File: src/rtl/uart_controller.sv
// uart_controller: 8N1 UART with independent TX and oversampled RX, mode-gated start.
// Ports:
//   clk, reset_n          - system clock, asynchronous active-low reset
//   mode[1:0]             - 00 TX only, 01 RX only, 10 TX+RX, 11 both disabled
//   tx_data, tx_start     - byte and request; latched when TX is idle and enabled
//   tx_busy               - high while a frame is in flight (or being requested)
//   uart_tx               - serial output, idles high
//   uart_rx               - asynchronous serial input
//   rx_data, rx_valid     - last good byte and its level flag
module uart_controller #(
  parameter int CLOCK_RATE    = 25000000,
  parameter int BAUD_RATE     = 115200,
  parameter int RX_OVERSAMPLE = 16
) (
  input  logic       clk,
  input  logic       reset_n,
  input  logic [1:0] mode,
  input  logic [7:0] tx_data,
  input  logic       tx_start,
  output logic       tx_busy,
  input  logic       uart_rx,
  output logic       uart_tx,
  output logic [7:0] rx_data,
  output logic       rx_valid
);
  localparam int TX_DIV = CLOCK_RATE / BAUD_RATE;
  localparam int RX_DIV = CLOCK_RATE / (BAUD_RATE * RX_OVERSAMPLE);
  localparam int TXW    = $clog2(TX_DIV + 1);
  localparam int RXW    = $clog2(RX_DIV + 1);
  localparam int OSW    = $clog2(RX_OVERSAMPLE + 1);

  typedef enum logic [1:0] {IDLE, START, DATA, STOP} state_t;

  logic w_tx_en, w_rx_en;
  assign w_tx_en = ~mode[0];
  assign w_rx_en = ^mode;

  state_t         r_tx_state, w_tx_next;
  logic [TXW-1:0] r_tx_cnt;
  logic [2:0]     r_tx_idx;
  logic [7:0]     r_tx_shift;
  logic           w_tx_go, w_tx_bit_end;

  assign w_tx_go      = (r_tx_state == IDLE) && tx_start && w_tx_en;
  assign w_tx_bit_end = r_tx_cnt == TXW'(TX_DIV - 1);
  assign tx_busy      = (r_tx_state != IDLE) || w_tx_go;
  // Output decoded from state so an asynchronous reset forces the line high at once.
  assign uart_tx      = (r_tx_state == START) ? 1'b0 :
                        (r_tx_state == DATA)  ? r_tx_shift[0] : 1'b1;

  always_ff @(posedge clk or negedge reset_n) begin
    if (!reset_n) r_tx_state <= IDLE;
    else          r_tx_state <= w_tx_next;
  end

  always_comb begin
    w_tx_next = r_tx_state;
    case (r_tx_state)
      IDLE:    w_tx_next = w_tx_go ? START : IDLE;
      START:   w_tx_next = w_tx_bit_end ? DATA : START;
      DATA:    w_tx_next = (w_tx_bit_end && r_tx_idx == 3'd7) ? STOP : DATA;
      STOP:    w_tx_next = w_tx_bit_end ? IDLE : STOP;
      default: w_tx_next = IDLE;
    endcase
  end

  always_ff @(posedge clk or negedge reset_n) begin
    if (!reset_n) begin
      r_tx_cnt   <= '0;
      r_tx_idx   <= '0;
      r_tx_shift <= '0;
    end else if (r_tx_state == IDLE) begin
      r_tx_cnt <= '0;
      r_tx_idx <= '0;
      if (w_tx_go) r_tx_shift <= tx_data;
    end else if (w_tx_bit_end) begin
      r_tx_cnt <= '0;
      if (r_tx_state == DATA) begin
        r_tx_shift <= r_tx_shift >> 1;
        r_tx_idx   <= r_tx_idx + 3'd1;
      end
    end else begin
      r_tx_cnt <= r_tx_cnt + TXW'(1);
    end
  end

  logic r_rx_meta, r_rx_sync;

  always_ff @(posedge clk or negedge reset_n) begin
    if (!reset_n) begin
      r_rx_meta <= 1'b1;
      r_rx_sync <= 1'b1;
    end else begin
      r_rx_meta <= uart_rx;
      r_rx_sync <= r_rx_meta;
    end
  end

  state_t         r_rx_state, w_rx_next;
  logic [RXW-1:0] r_tick_cnt;
  logic [OSW-1:0] r_rx_os;
  logic [2:0]     r_rx_idx;
  logic [7:0]     r_rx_shift, r_rx_data;
  logic           r_rx_valid;
  logic           w_tick, w_half, w_full, w_os_wrap;

  assign w_tick    = r_tick_cnt == RXW'(RX_DIV - 1);
  assign w_half    = r_rx_os == OSW'(RX_OVERSAMPLE / 2 - 1);
  assign w_full    = r_rx_os == OSW'(RX_OVERSAMPLE - 1);
  // START waits half a bit to land mid-bit; every later sample is a full bit apart.
  assign w_os_wrap = (r_rx_state == START) ? w_half : w_full;
  assign rx_data   = r_rx_data;
  assign rx_valid  = r_rx_valid;

  always_ff @(posedge clk or negedge reset_n) begin
    if (!reset_n) r_rx_state <= IDLE;
    else          r_rx_state <= w_rx_next;
  end

  always_comb begin
    w_rx_next = r_rx_state;
    case (r_rx_state)
      IDLE:    w_rx_next = (w_rx_en && !r_rx_sync) ? START : IDLE;
      START:   w_rx_next = (w_tick && w_half) ? (r_rx_sync ? IDLE : DATA) : START;
      DATA:    w_rx_next = (w_tick && w_full && r_rx_idx == 3'd7) ? STOP : DATA;
      STOP:    w_rx_next = (w_tick && w_full) ? IDLE : STOP;
      default: w_rx_next = IDLE;
    endcase
  end

  always_ff @(posedge clk or negedge reset_n) begin
    if (!reset_n) begin
      r_tick_cnt <= '0;
      r_rx_os    <= '0;
      r_rx_idx   <= '0;
      r_rx_shift <= '0;
      r_rx_data  <= '0;
      r_rx_valid <= 1'b0;
    end else if (r_rx_state == IDLE) begin
      // Tick phase restarts at the detected edge so sampling is centred on each bit.
      r_tick_cnt <= '0;
      r_rx_os    <= '0;
      r_rx_idx   <= '0;
    end else begin
      r_tick_cnt <= w_tick ? '0 : r_tick_cnt + RXW'(1);
      if (w_tick) begin
        r_rx_os <= w_os_wrap ? '0 : r_rx_os + OSW'(1);
        if (r_rx_state == START && w_half && !r_rx_sync) r_rx_valid <= 1'b0;
        if (r_rx_state == DATA && w_full) begin
          r_rx_shift <= {r_rx_sync, r_rx_shift[7:1]};
          r_rx_idx   <= r_rx_idx + 3'd1;
        end
        if (r_rx_state == STOP && w_full && r_rx_sync) begin
          r_rx_data  <= r_rx_shift;
          r_rx_valid <= 1'b1;
        end
      end
    end
  end
endmodule

File: config.mk
export PLATFORM = sky130hd
export DESIGN_NAME = uart_controller
export DESIGN_NICKNAME = d
export VERILOG_FILES = /design/src/rtl/uart_controller.sv
export SDC_FILE = /design/constraint.sdc
export NUM_CORES = 1
export LEC_CHECK = 0
export CAP_MARGIN = 20
export CORE_ASPECT_RATIO = 1.5
export CORE_MARGIN = 2
export CORE_UTILIZATION = 51
export CTS_CLUSTER_DIAMETER = 50
export CTS_CLUSTER_SIZE = 40
export DETAILED_ROUTE_END_ITERATION = 16
export PLACE_DENSITY = 0.81
export SYNTH_ARGS = -nofsm -noshare
export SYNTH_HDL_FRONTEND = slang
export SYNTH_SLANG_ARGS = --single-unit
File: constraint.sdc
create_clock -name clk -period 1.8 [get_ports clk]
set_input_delay 0.27 -clock clk [delete_from_list [all_inputs] [get_ports clk]]
set_output_delay 0.27 -clock clk [all_outputs]
set_load 0.005 [all_outputs]
# Yosys cells after proc, flatten, opt, wreduce, memory -nomap -nowiden
# Cells that the tools add are included.
[classes] n_addsub=5 n_eq_ne=13 muxes=33 n_bitwise=2 n_reduce_logical=29
[op_table] operator="$mux 8" count=6
[op_table] operator="$mux 3" count=6
[op_table] operator="$pmux 2 s4" count=2
[op_table] operator="$mux 5" count=3
[op_table] operator="$logic_and 1x1->1" count=12
[op_table] operator="$reduce_and 3->1" count=4
[op_table] operator="$reduce_bool 2->1" count=6
[op_table] operator="$mux 2" count=5
[op_table] operator="$mux 1" count=9
[op_table] operator="$add 8x1->8 const B" count=1
[op_table] operator="$eq 2x2->1 const B" count=4
[op_table] operator="$eq 8x8->1 const B" count=1
[op_table] operator="$mux 4" count=2
[op_table] operator="$add 3x1->3 const B" count=2
[op_table] operator="$eq 3x3->1 const B" count=2
[op_table] operator="$add 5x1->5 const B" count=1
[op_table] operator="$eq 5x3->1 const B" count=1
[op_table] operator="$eq 5x4->1 const B" count=1
[op_table] operator="$add 4x1->4 const B" count=1
[op_table] operator="$eq 2x1->1 const B" count=2
[op_table] operator="$eq 4x4->1 const B" count=1
[op_table] operator="$logic_not 2->1" count=2
[op_table] operator="$reduce_and 2->1" count=2
[op_table] operator="$ne 2x2->1 const B" count=1
[op_table] operator="other kinds (4)" count=5
[word_totals] register_bits=54 out_inout_bits=11

# Depth between registers and ports, before layout
# Gate-level depths: netlist of run 1.
[logic_depth] ltp_word=5 ltp_mapped=7 ltp_nobuf=7

# Least setup slack after synthesis of run 1
# No wires, ideal clock.
[synth_path] path_kind="register -> register" startpoint="register r_rx_os[0]" endpoint="register r_rx_shift[1]" setup_ps=125 arrival_ps=1764 required_ps=1675 slack_ps=-89 path_stages_with_launch=8 n_path_buf=1 cell_sequence="dfrtp_1 ha_1 and3_1 ha_1 nand4_2 nor2b_1 buf_4 mux2_2"
[synth_via] elab_chain_len=3
[synth_rtl] element="from (decl)" line_no="101" rtl="logic [OSW-1:0] r_rx_os;"
[synth_rtl] element="from (signal assigned)" line_no="147" rtl="r_rx_os <= w_os_wrap ? '0 : r_rx_os + OSW'(1);"
[synth_rtl] element="$eq 5x4->1" line_no="109" rtl="assign w_full = r_rx_os == OSW'(RX_OVERSAMPLE - 1);"
[synth_rtl] element="$logic_and 1x1->1" line_no="149" rtl="if (r_rx_state == DATA && w_full) begin"
[synth_rtl] element="$reduce_and 3->1 (no line)"
[synth_rtl] element="to (signal assigned)" line_no="150" rtl="r_rx_shift <= {r_rx_sync, r_rx_shift[7:1]};"
[synth_rtl] element="to (decl)" line_no="103" rtl="logic [7:0] r_rx_shift, r_rx_data;"
# No other way between the ends.
# A chain may end at the register's enable or synchronous reset.

# Worst setup path in the final report of run 1
[layout_path] startpoint="register r_rx_os[0]" endpoint="register r_rx_shift[6]"
# Same word-level chain as after synthesis.

==> results.md, run 1 <==
* Clock Path Buffers at 2
* First-pass GRT wire length at 8.49 mm
* Critical path's largest stage delay at 0.42 ns
* Worst-Margin Slew at 0.501 ns
* Syn_nets at 244
* DR vias/cell at 5.37
* Synth unique cells at 42
* Final wirelength at 4.85 mm
* Root buffer cell: clkbuf_8
* CTS tree: done
* Final Hold Viols at 0
* CP Capture Type: register
* Post-synthesis sequential area ratio at 0.518
* CP bufs+invs at 1
* Setup CP Type: reg2reg
* Top FF cell, synth: dfrtp_1
* Inserted Clock Buffers at 5
* Setup WS pre-CTS at -0.0287 ns
* HPWL after DPL at 3.32 mm
* Rows at 31
* Fin crit share at 0.974
* Residual DRC at 0
* Worst path most repeated cell: ha_4
* Clock Latency Late Sink at 0.31 ns
* CP Data Arrival Time at 1.95 ns
* Die width at 62.4 um
* Crit. Startpoint: r_rx_os[0]
* Crit path to: r_rx_shift[6]
* Vias at 1,772
* Setup Skew at 0.00684 ns
* CP Data Required Time at 2.00 ns
* Area of the multi-input gates at 1260 um^2
* Post-Syn Instances at 220
* Share of cells above drive strength 1 at 0.273
* Syn-to-layout area delta at 24.5%
* Layout fillers at 391
* Antenna Violating Nets Remaining at 0
* Largest family of logic cells by synthesized area: simple AND/OR/NAND/NOR gates
* Reg2Reg Setup Slack at 0.05 ns
* Clock power share at 0.326
* Fmax achieved at 0.571 GHz
* Status: completed
* RSZ-0062 raised after global routing: yes
* CTS sink cnt at 54
* Syn Area/Cell at 11.9 um^2
* Vias in the first global route at 1,891
* Worst IR Drop VDD at 0.646 mV
* Global route overflow at 0
* WL/cell at 14.7 um
* Synth Area in Simple Gates at 0.148
* Comb power frac at 0.112
* Largest net degree at the start of global routing at 55
* Crit Reg-Reg Startpoint: r_rx_os[0]
* Synthesis-stage register bit count at 54
* YS warnings at 0
* Slowest CP cell: dfrtp_1
* Die height at 91.7 um
* Switching share of power at 0.262
* Largest cells by area after synthesis: dfrtp_1 (50%), mux2_2 (9.9%), ha_1 (4.8%), mux2_1 (3.4%), nor2_1 (2.7%)
* Minimum clock period at 1.75 ns
* Synth area leader: dfrtp_1
* Max-cap violations at 0
* Cell Chain, Critical Path: ha_4 > and3_4 > ha_4 > nand4_4 > nor2b_2 > buf_6 > mux2_4
* Initial core utilization at 0.535
* PwrDens at 790 nW/um^2
* Synth top area share at 0.498
* Pins Over Slew Limit at 0
* Final Cell Area at 3250 um^2
* IO buf count at 24
* Cell-internal power at 1.90 mW
* Reg clk slew, reported paths at 0.10 ns
* Core Area at 4890 um^2
* Reg2reg path depth at 7
* Overall power at 2.57 mW
* Area share of fa/ha/maj cells after synthesis at 0.0479
* Ant diodes at 0
* NetSw at 0.672 mW
* H-tree depth at 2
* Final Setup Violations at 0
* GRT Resource Usage Total at 0.185
* CP top delay family: simple AND/OR/NAND/NOR gates
* Worst Path Max Fanout at 8
* Layout net count at 287
* Post-DP Area at 3010 um^2
* XOR/XNOR Fraction of Synth Area at 0.0335
* Mapped cell area at 2610 um^2
* Core Util, Final at 0.665
* Die area at 5720 um^2
* Slew margin rel. at 0.664
* Multiplexer area fraction after synthesis at 0.145
* Setup TNS at 0 ns
* Storage cell area at 1360 um^2
* Gpl congestion at 0.801
* Drt initial violations at 113
* Area fraction in compound gates after synthesis at 0.0785
* Worst r2r dst: r_rx_shift[6]
* DR pass1 iterations at 4
* Final WS setup at 0.0475 ns
* Post-synth EDFFs at 0
* Hold Crit Class: reg2reg
* # IOs at 25
* Synth async-reset ratio at 1.00
* Antenna violations before repair at 0
* Sequential Power Share at 0.562
* P_leak at 1.50 nW
* Number of stages on the worst setup path at 7
* Crit path launch type: register
how the worst min path moves through the flow:
stage          startpoint           to  slack [ns]  cells past startpoint
2_1_floorplan     reset_n  r_rx_idx[0]       -0.03                      0
3_3_place_gp      reset_n   r_rx_os[2]        0.29                      2
3_5_place_dp      reset_n  r_rx_idx[0]        0.29                      2
4_1_cts           uart_rx    r_rx_meta        0.36                      1
5_1_grt           uart_rx    r_rx_meta        0.35                      1
6_report        r_rx_meta    r_rx_sync        0.36                      0
metal layers:
metal,part of all wire,global-route usage
met3,0.022,0.0344
met1,0.41,0.208
met4,0.0076,0.0500
met5,0,0
met2,0.56,0.353
flip-flops by register name (all words and copies together), names as in the netlist:
signal	flops
r_rx_meta	1
rx_data	8
r_tx_state	2
r_rx_shift	8
r_tx_shift	8
r_tx_idx	3
r_rx_idx	3
r_rx_sync	1
r_rx_os	5
r_tx_cnt	8
r_rx_state	2
r_tick_cnt	4
rx_valid	1
cell usage after synthesis, types with 2 or more instances:
library cell  count
dfstp_2           2
nor2_4            2
and4b_1           3
and3_1            4
xnor2_1           6
nand3_1           8
nand2_1           9
inv_1             9
nor2_1           19
buf_4             2
o22ai_1           2
a22o_1            5
mux2_1            8
mux2i_1           3
ha_1             10
buf_2             4
a31oi_1           4
clkbuf_1          2
nand2b_1          2
nor2b_1           6
a21oi_1           5
xor2_1            4
o21ai_0           7
nand4_1           2
dfrtp_1          52
mux2_2           23
nand4_2           2
power by group through the flow:
stage	Clock (mW)	Combinational [mW]	Sequential [mW]
finish	0.838	0.288	1.44
global route	0.922	0.320	1.47
CTS	0.863	0.291	1.44
detailed placement	0	0.286	1.46
global placement	0	0.271	1.46
floorplan	0	0.217	1.41
cells by family (layout without fill, tap and decap cells):
group                      Yosys count  after routing
and+or+nand+nor                     64             64
AOI/OAI and AO/OA                   31             31
buffers and inverters               17             61
adders and majority gates           10             10
xor gates and xnor gates            10             10
muxes                               34             34
DFF                                 54             54
stage by stage:
stage / std cells / hold WS, ns
2_1_floorplan: 220 / -0.0256
3_5_place_dp: 314 / 0.287
4_1_cts: 328 / 0.356
3_3_place_gp: 314 / 0.291
6_report: 330 / 0.359
5_1_grt: 330 / 0.354
cell usage in the layout (no fill, tap or decap), drive strengths merged, types with 4 or more instances in the layout:
cell	n
a21oi	6
a22o	5
a31oi	4
and3	4
buf	20
clkbuf	5
clkdlybuf4s50	20
dfrtp	52
ha	10
inv	10
mux2	31
nand2	9
nand3	8
nand4	5
nor2	21
nor2b	6
o21ai	9
xnor2	6
xor2	4
final cells by class:
class,instances,share of cell area
inverter,9,0.0104
clock inverter,3,0.0150
tap,66,0.0254
timing repair buffer,44,0.124
clock buffer,5,0.0212
sequential,54,0.417
multi-input combinational,149,0.387
worst reg2reg max path, stage by stage (launching register included):
cell and delay [ns]:
dfrtp_1 0.42, ha_4 0.16, and3_4 0.19, ha_4 0.14, nand4_4 0.12, nor2b_2 0.15, buf_6 0.17, mux2_4 0.31
timing repair:
item | 4_1_cts | 5_1_grt
setup endpoints to repair | 19 | 21
setup buffers | 5 | 2
endpoints found under the hold margin | 52 | 0
hold buffers | 1 | 0
pin swaps | 1 | 2
resized for setup | 8 | 12
cloned | 0 | 0
Power figures use the tool's default switching activity.
==> run 2: changes to the inputs <==
--- a/config.mk
+++ b/config.mk
@@ -5,6 +5,7 @@
 export SDC_FILE = /design/constraint.sdc
 export NUM_CORES = 1
 export LEC_CHECK = 0
+export ABC_AREA = 1
 export CAP_MARGIN = 20
 export CORE_ASPECT_RATIO = 1.5
 export CORE_MARGIN = 2
==> run 2 against run 1 <==
Clock power shrank 14%. Power is 22% lower. Critical path type is now reg2out. Sequential share of layout area up 0.68 points. Critical endpoint is now uart_tx. Maximum frequency up 4.4%. Core utilization fell by 4.1 points. Routed wire length is 3.9% higher. Flip-flop and latch count is the same. Largest power group unchanged. Global-route usage rose by 0.50 points. Highest routed layer unchanged. Worst hold slack improved by 0.0033 ns.
==> results.md, run 2 <==
* Core Area at 5120 um^2
* Switching share of power at 0.234
* Vias in the first global route at 2,122
* Initial core utilization at 0.527
* Die width at 63.4 um
* H-tree depth at 2
* Reg2Reg Setup Slack at 0.15 ns
* Hold path cells at 0
* Slew margin rel. at 0.794
* GRT Resource Usage Total at 0.190
* CTS tree: done
* Syn_nets at 339
* Most frequent cells in the layout: nand2_1 (110), dfrtp_1 (51), inv_1 (33)
* Status: completed
* Share of cells above drive strength 1 at 0.147
* Pins Over Slew Limit at 0
* Syn-to-layout area delta at 18.5%
* Reg2reg path depth at 9
* Global route overflow at 0
* Worst Path Max Fanout at 4
* WL/cell at 11.9 um
* Max-cap violations at 0
* Largest net degree at the start of global routing at 55
* Post-Syn Instances at 315
* Antenna violations before repair at 0
* Root buffer cell: clkbuf_8
* CP Capture Type: output port
* Synth unique cells at 31
* Final Hold Viols at 0
* IO buf count at 24
* Cell-internal power at 1.54 mW
* Gpl congestion at 0.746
* Synth top area share at 0.482
* Final wirelength at 5.04 mm
* Die height at 93.1 um
* Rows at 32
* CP Data Arrival Time at 1.41 ns
* Worst IR Drop VDD at 0.550 mV
* Layout fillers at 469
* Final std cells w/o fill at 422
* DR pass1 iterations at 4
* Largest cells by area after synthesis: dfrtp_1 (48%), nand2_1 (15%), inv_1 (4.7%), ha_1 (4.6%), nand3_1 (4.1%)
* Setup CP Type: reg2out
* Layout net count at 377
* CP Data Required Time at 1.53 ns
* Clock Latency Late Sink at 0.31 ns
* First-pass GRT wire length at 9.08 mm
* Inserted Clock Buffers at 5
* # IOs at 25
* Setup Skew at 0.00792 ns
* Clock power share at 0.360
* Most numerous cell in the Yosys netlist: nand2_1
* Setup TNS at 0 ns
* Crit path launch type: register
* Synth area leader: dfrtp_1
* Top FF cell, synth: dfrtp_1
* Fmax achieved at 0.596 GHz
* Post-synth EDFFs at 0
* Fin crit share at 0.933
* Synth async-reset ratio at 1.00
* Residual DRC at 0
* Setup WS pre-CTS at 0.0219 ns
* Comb power frac at 0.032
* Drt initial violations at 96
* Post-synthesis sequential area ratio at 0.501
* Mapped cell area at 2700 um^2
* P_leak at 1.68 nW
* Final Setup Violations at 0
* Clock Path Buffers at 2
* HPWL after DPL at 3.55 mm
* RSZ-0062 raised after global routing: no
* Core Util, Final at 0.624
* Worst-Margin Slew at 0.308 ns
* Most common cell after layout, fill and taps aside: nand2_1
* Reg clk slew, reported paths at 0.11 ns
* CTS sink cnt at 54
* Synthesis-stage register bit count at 54
* YS warnings at 0
* NetSw at 0.469 mW
* Commonest cells post-synth: nand2_1 (110), dfrtp_1 (52), inv_1 (34), nor2_1 (25), nand3_1 (22)
* Sequential Power Share at 0.608
* Hold Crit Class: reg2reg
* Die area at 5900 um^2
* Final WS setup at 0.121 ns
* Cell count after placement at 408
* Antenna Violating Nets Remaining at 0
* Syn Area/Cell at 8.57 um^2
* Vias at 2,112
* DR vias/cell at 5.00
* Minimum clock period at 1.68 ns
* PwrDens at 627 nW/um^2
* Ant diodes at 0
run 2: changes by cell type in the layout (fill, tap and decap cells not counted), sizes merged, moves of 8 or more:
cell / before / now
nor2: 21 / 30
mux2: 31 / 0
nand3: 8 / 24
nand2: 9 / 114
o21ai: 9 / 20
buf: 20 / 12
inv: 10 / 40
run 2: routing by layer:
layer  vias up  global-route usage  wire length [um]
li1       1058                   -                 -
met1      1020               0.221              2110
met2        28               0.354              2760
met3         6              0.0337               108
met4         0              0.0543                57
met5         -                   0                 0
run 2: final timing paths:
check	endpoint	from
worst max-delay path	uart_tx	r_tx_state[1]
worst min-delay path	r_rx_sync	r_rx_meta
worst max register to register	r_rx_shift[0]	r_rx_os[0]
worst min register to register	r_rx_sync	r_rx_meta
max in group asynchronous	r_rx_sync	reset_n
min in group asynchronous	r_tx_cnt[6]	reset_n
run 2: kinds of logic (layout without fill, tap and decap cells):
family | count (synthesis) | after routing | share of synthesized area
simple gates | 177 | 177 | 0.299
flops | 54 | 54 | 0.501
buf+inv | 43 | 82 | 0.0714
compound gates | 27 | 27 | 0.0690
fa+ha+maj | 10 | 10 | 0.0463
xor+xnor | 4 | 4 | 0.0130
run 2: power groups by stage:
stage                     registers [mW]  clock network, mW  logic, mW
after floorplan                     1.24                  0    0.00409
after global placement              1.24                  0     0.0641
after detailed placement            1.24                  0     0.0651
after CTS                           1.22              0.746     0.0670
after global routing                1.22              0.793     0.0743
final                               1.22              0.722     0.0650
run 2: critical path, stage by stage, from the launching register on:
cell           delay [ns]
dfrtp_1              0.39
inv_2                0.08
nor2_2               0.13
inv_1                0.05
o21ai_1              0.14
inv_1                0.05
dlygate4sd2_1        0.26
run 2: area by class of cell:
type                            instances  area [um^2]  area share
Inverter                               38          143      0.0446
Timing Repair Buffer                   36          363       0.113
Clock inverter                          3         26.3     0.00821
Sequential cell                        54         1360       0.424
Multi-Input combinational cell        218         1160       0.362
Clock buffer                            5         68.8      0.0215
Tap cell                               68         85.1      0.0266
run 2: repair_timing:
action	4_1_cts	5_1_grt
pin swaps	2	2
cloned	0	0
setup endpoints to repair	1	20
buffers inserted	3	2
hold buffers	1	0
hold endpoints to repair	52	0
gates resized for setup	6	1
run 2: metrics by stage:
step	hold WS [ns]	total power, mW	instance area (um^2)
3_3_place_gp	0.289	1.31	3030
5_1_grt	0.370	2.09	3200
2_1_floorplan	-0.0256	1.25	2700
3_5_place_dp	0.289	1.31	3030
6_report	0.362	2.01	3200
4_1_cts	0.364	2.03	3160
==> RTL change 1: new RTL, config.mk and constraints of run 1 <==
Encoding of `state_t`: now one-hot (4 bits for 4 states).
--- a/src/rtl/uart_controller.sv
+++ b/src/rtl/uart_controller.sv
@@ -29,7 +29,7 @@
   localparam int RXW    = $clog2(RX_DIV + 1);
   localparam int OSW    = $clog2(RX_OVERSAMPLE + 1);
 
-  typedef enum logic [1:0] {IDLE, START, DATA, STOP} state_t;
+  typedef enum logic [3:0] {IDLE = 4'b0001, START = 4'b0010, DATA = 4'b0100, STOP = 4'b1000} state_t;
 
   logic w_tx_en, w_rx_en;
   assign w_tx_en = ~mode[0];
Check against the original RTL: same outputs for any inputs over 10 cycles, from zero or initial values and one cycle with reset_n low; not proved beyond that.
==> RTL change 1 against run 1 <==
The run now ends with negative setup slack left. Largest cell class unchanged. Total power increased by 28%. Wire length increased by 26%. Setup slack got worse by 0.26 ns. Sequential cell count increased by 4. Cell area increased by 16%. Sequential share of layout area decreased by 3.1 points. Cell count increased by 22%. Hold slack got worse by 0.024 ns. Area after synthesis increased by 7.5%.
==> RTL change 1: results (changes against run 1) <==
| Metric | Value | Delta |
|:---|:---|:---|
| Final weighted congestion in routability-driven placement | 0.803 | +0.24% |
| Leading cell types by total area after synthesis | dfrtp_1 48%, mux2_2 6.4%, nand2_1 5.1% |  |
| Largest net degree at the start of global routing | 59 | +7.3% |
| Complex-gate fraction of the synthesized area | 5.88% | -2.0 points |
| Final setup violating endpoints | 23 | +23 |
| Fin nets | 351 | +22% |
| Highest net fanout along the worst path | 4 | -4 |
| Wire per inst | 15.2 um | +3.5% |
| Routed vias | 2177 | +23% |
| Worst r2r src | r_rx_os[1] |  |
| Endpoint with the worst hold slack | r_rx_meta |  |
| Commonest cells post-synth | 54 x dfrtp_1, 38 x nand2_1, 21 x nor2_1 |  |
| Crit path setup slack, layout | -0.211 ns | -0.259 ns |
| Relative slew margins | 61.0% | -5.4 points |
| Share of post-route cells with drive strength above 1 | 31.9% | +4.7 points |
| Total length of routed wires | 6110 um | +26% |
| Switching share of total power | 28.1% | +2.0 points |
| Adder-cell share of the synthesized area | 4.46% | -0.33 points |
| Cts bufs inserted | 9 | +4 |
| Iteration-0 DRC count of the detailed router | 118 | +4.4% |
| Setup Skew | 0.00558 ns | -0.00127 ns |
| Type of the tightest min-delay check | input port to flop |  |
| Leakage | 1.78 nW | +19% |
| Reg clk slew, reported paths | 0.07 ns | -0.03 ns |
| Overall Global Routing Usage | 20.9% | +2.3 points |
| Number of cells in the design after placement | 372 | +18% |
| CTS H-tree depth | 3 | +1 |
| Failing checks | negative setup slack |  |
| Post-Synthesis Cells | 264 | +20% |
| Clock insertion delay at the later pin of the skew report | 0.34 ns | +0.03 ns |
| Critical R2R Capture | rx_data[0] |  |
| Beginning of the worst hold path | uart_rx |  |
| First-pass GRT wire length | 9600 um | +13% |
| Outcome | finished, violations left |  |
| XOR/XNOR share of the synthesized area | 2.81% | -0.55 points |
| Sequential fraction of the synthesis area | 51.9% | about the same |
| Data arrival time at the worst-slack endpoint | 2.24 ns | +0.29 ns |
| Net count after synthesis | 288 | +18% |
==> RTL change 1: cell types whose count changed in the layout (fill, tap and decap cells not counted), moves of 3 or more <==
cell | run 1 | this run
nand3_1 | 8 | 12
mux2_2 | 16 | 10
nand2_1 | 9 | 38
a21oi_1 | 5 | 2
a22o_1 | 5 | 0
mux2_1 | 7 | 0
o21ai_0 | 6 | 10
buf_4 | 17 | 28
inv_1 | 8 | 14
clkbuf_8 | 5 | 9
nand3_2 | 0 | 4
mux2_4 | 8 | 13
nand4_1 | 2 | 6
==> RTL change 1: repair_timing <==
| action | in CTS | in global routing |
|---|---|---|
| endpoints found under the setup margin | 18 | 31 |
| setup buffers | 6 | 6 |
| pin swaps | 0 | 3 |
| hold endpoints to repair | 54 | 0 |
| hold buffers | 1 | 0 |
| gates cloned | 0 | 2 |
| resized for setup | 6 | 32 |
==> RTL change 1: cell type report <==
class,count,area [um^2]
Fill cell,389,1630
Sequential cell,58,1460
Multi-Input combinational cell,184,1410
Timing Repair Buffer,60,568
Clock buffer,9,124
Tap cell,70,87.6
Clock inverter,7,78.8
Inverter,14,52.6
==> RTL change 1: power groups by stage <==
stage	registers (mW)	clock network, mW	logic, mW
after floorplan	1.51	0	0.331
after global placement	1.53	0	0.471
after detailed placement	1.53	0	0.487
after CTS	1.51	1.24	0.522
after global routing	1.54	1.31	0.578
final	1.53	1.24	0.522
==> RTL change 1: cells by family after synthesis <==
family | count (synthesis)
compound gates | 28
xor+xnor | 9
fa+ha+maj | 10
buf+inv | 23
flops | 58
mux | 26
simple gates | 110
==> RTL change 1: metrics by stage <==
stage | setup TNS (ns) | cell area, um^2 | setup slack (ns)
2_1_floorplan | -0.0456 | 2840 | -0.00570
3_3_place_gp | -0.0112 | 3310 | -0.00191
3_5_place_dp | -0.875 | 3310 | -0.0939
4_1_cts | -0.357 | 3600 | -0.0556
5_1_grt | -4.34 | 3780 | -0.277
6_report | -2.91 | 3780 | -0.211
==> RTL change 1: how the worst max path moves through the flow <==
stage | startpoint | endpoint | slack, ns | cells past startpoint
after floorplan | r_rx_os[0] | rx_data[0] | -0.006 | 7
after global placement | r_rx_os[1] | rx_data[6] | -0.002 | 7
after detailed placement | r_rx_os[1] | rx_data[6] | -0.09 | 7
after CTS | r_rx_os[1] | rx_data[1] | -0.06 | 7
after global routing | r_rx_os[1] | rx_data[0] | -0.28 | 7
final | r_rx_os[1] | rx_data[0] | -0.21 | 7
==> RTL change 1: per-layer routing <==
| metal | track usage [%] | share of wire [%] |
|---|---|---|
| met1 | 24.3 | 42 |
| met2 | 35.6 | 53 |
| met3 | 5.36 | 2.7 |
| met4 | 10.1 | 2.1 |
| met5 | 0 | 0 |
==> RTL change 2: new RTL, flow settings as in run 1 <==
Without the edit above. `BAUD_RATE`: 115200 -> 57600.
--- a/src/rtl/uart_controller.sv
+++ b/src/rtl/uart_controller.sv
@@ -9,7 +9,7 @@
 //   rx_data, rx_valid     - last good byte and its level flag
 module uart_controller #(
   parameter int CLOCK_RATE    = 25000000,
-  parameter int BAUD_RATE     = 115200,
+  parameter int BAUD_RATE     = 57600,
   parameter int RX_OVERSAMPLE = 16
 ) (
   input  logic       clk,
Behaviour: no difference found for any inputs over 10 cycles, from zero or initial values and one cycle with reset_n low; that may be too few to reach the edited logic, so the function may still have changed.
==> RTL change 2 against run 1 <==
The flow now finishes with violations (negative setup slack). Via count grew 7.8%. Sequential cell count grew 2. Non-clock buffer count grew 12. Setup slack lost 0.12 ns. Die area grew 0.77%. Wire length grew 6.0%. Synthesized cell count grew 5.0%. Area after synthesis grew 0.81%. Global-route usage grew 1.2 points. Cell area grew 3.4%. Critical path type unchanged.
Power is not compared: it rests on default switching activity, and its combinational part moved more than twofold at a synthesized area within 25%.
==> RTL change 2: results (changes against run 1) <==
| Metric | Value | Delta |
|:---|:---|:---|
| Highest net fanout along the worst path | 9 | +1 |
| Failing checks | negative setup slack |  |
| Met3 Usage GRT | 2.94% | -0.49 points |
| Unique cell type count in the Yosys netlist | 41 | -2.4% |
| Total negative setup slack | -0.863 ns | -0.863 ns |
| Overall Global Routing Usage | 19.7% | +1.2 points |
| Largest net degree at the start of global routing | 30 | -45% |
| Outcome | finished, violations left |  |
| Critical R2R Capture | rx_data[7] |  |
| Setup Skew | 0.00949 ns | +0.00264 ns |
| Met3 WL | 125 um | +17% |
| Number of cells in the design after placement | 339 | +8.0% |
| Endpoint with the worst hold slack | r_rx_meta |  |
| Sequential fraction of the synthesis area | 53.3% | +1.5 points |
| Type of the tightest min-delay check | input port to flop |  |
| Smallest hold slack | 0.362 ns | +0.00284 ns |
| Max stage delay on crit path | 0.38 ns | -0.04 ns |
| Routing usage on met1 | 22.9% | +2.0 points |
| Least-Margin Pin Slew | 0.660 ns | +0.159 ns |
| GR met2 Demand/Resource | 36.3% | +0.99 points |
| DP Wirelength | 3570 um | +7.7% |
| Beginning of the worst hold path | uart_rx |  |
| Detailed-route wire length on metal 1 | 2040 um | +3.4% |
| Post-Place Setup Slack | -0.116 ns | -0.0870 ns |
| Crit path setup slack, layout | -0.0747 ns | -0.122 ns |
| Share of post-route cells with drive strength above 1 | 27.9% | +0.60 points |
| Wire per inst | 14.5 um | -1.4% |
| Final setup violating endpoints | 17 | +17 |
| Fill cell total of the finished layout | 390 | -0.26% |
| Synthesized area per cell | 11.4 um^2 | -4.0% |
| Routed vias | 1910 | +7.8% |
RTL change 2: cell count changes after synthesis, moves of 4 or more:
cell      delta
mux2_1       -8
o221a_2      +7
nor2_1       +6
mux2_4       +8
xnor2_1      +4
nand2b_1     +7
mux2_2      -15
buf_2        -4
nor2b_1      -4
nand2_1      +6
o21ai_0      +4
a22o_1       -5
RTL change 2: worst reg2reg max path, stage by stage (launching register included):
cell and delay (ns):
dfrtp_1 0.38, ha_2 0.19, and3_4 0.19, ha_4 0.14, nand2_4 0.06, or3_1 0.35
buf_6 0.17, mux2_4 0.30
RTL change 2: how the worst max path moves through the flow:
stage,endpoint,cells past startpoint
floorplan,rx_data[0],8
global placement,tx_busy,4
detailed placement,r_rx_shift[7],8
CTS,rx_data[7],7
global route,r_rx_shift[0],8
finish,rx_data[7],7
RTL change 2: power by group:
part	switching [mW]	internal [mW]
Clock	0.437	0.285
Sequential	0.174	1.45
Combinational	0.272	0.327
RTL change 2: what timing repair did:
action	CTS	global route
gates resized for setup	18	7
pin swaps	1	0
cloned	1	0
hold endpoints to repair	26	0
endpoints found under the setup margin	24	27
hold buffers	1	0
buffers inserted	6	0
RTL change 2: area by class of cell:
class,instances,area (um^2),share of cell area [%]
clock buffer,5,68.8,2.05
clock inverter,3,25.0,0.744
inverter,11,41.3,1.23
multi-input combinational,156,1230,36.5
sequential,56,1410,41.8
tap,68,85.1,2.53
timing repair buffer,56,508,15.1
RTL change 2: logic make-up (layout without fill, tap and decap cells):
kind of cell	count (synthesis)	count (layout)	synth area share [%]
compound gates	38	38	10.0
fa+ha+maj	10	10	4.75
buf+inv	19	75	3.56
xor+xnor	13	13	4.32
flops	56	56	53.3
simple gates	77	77	15.3
mux	18	18	8.74
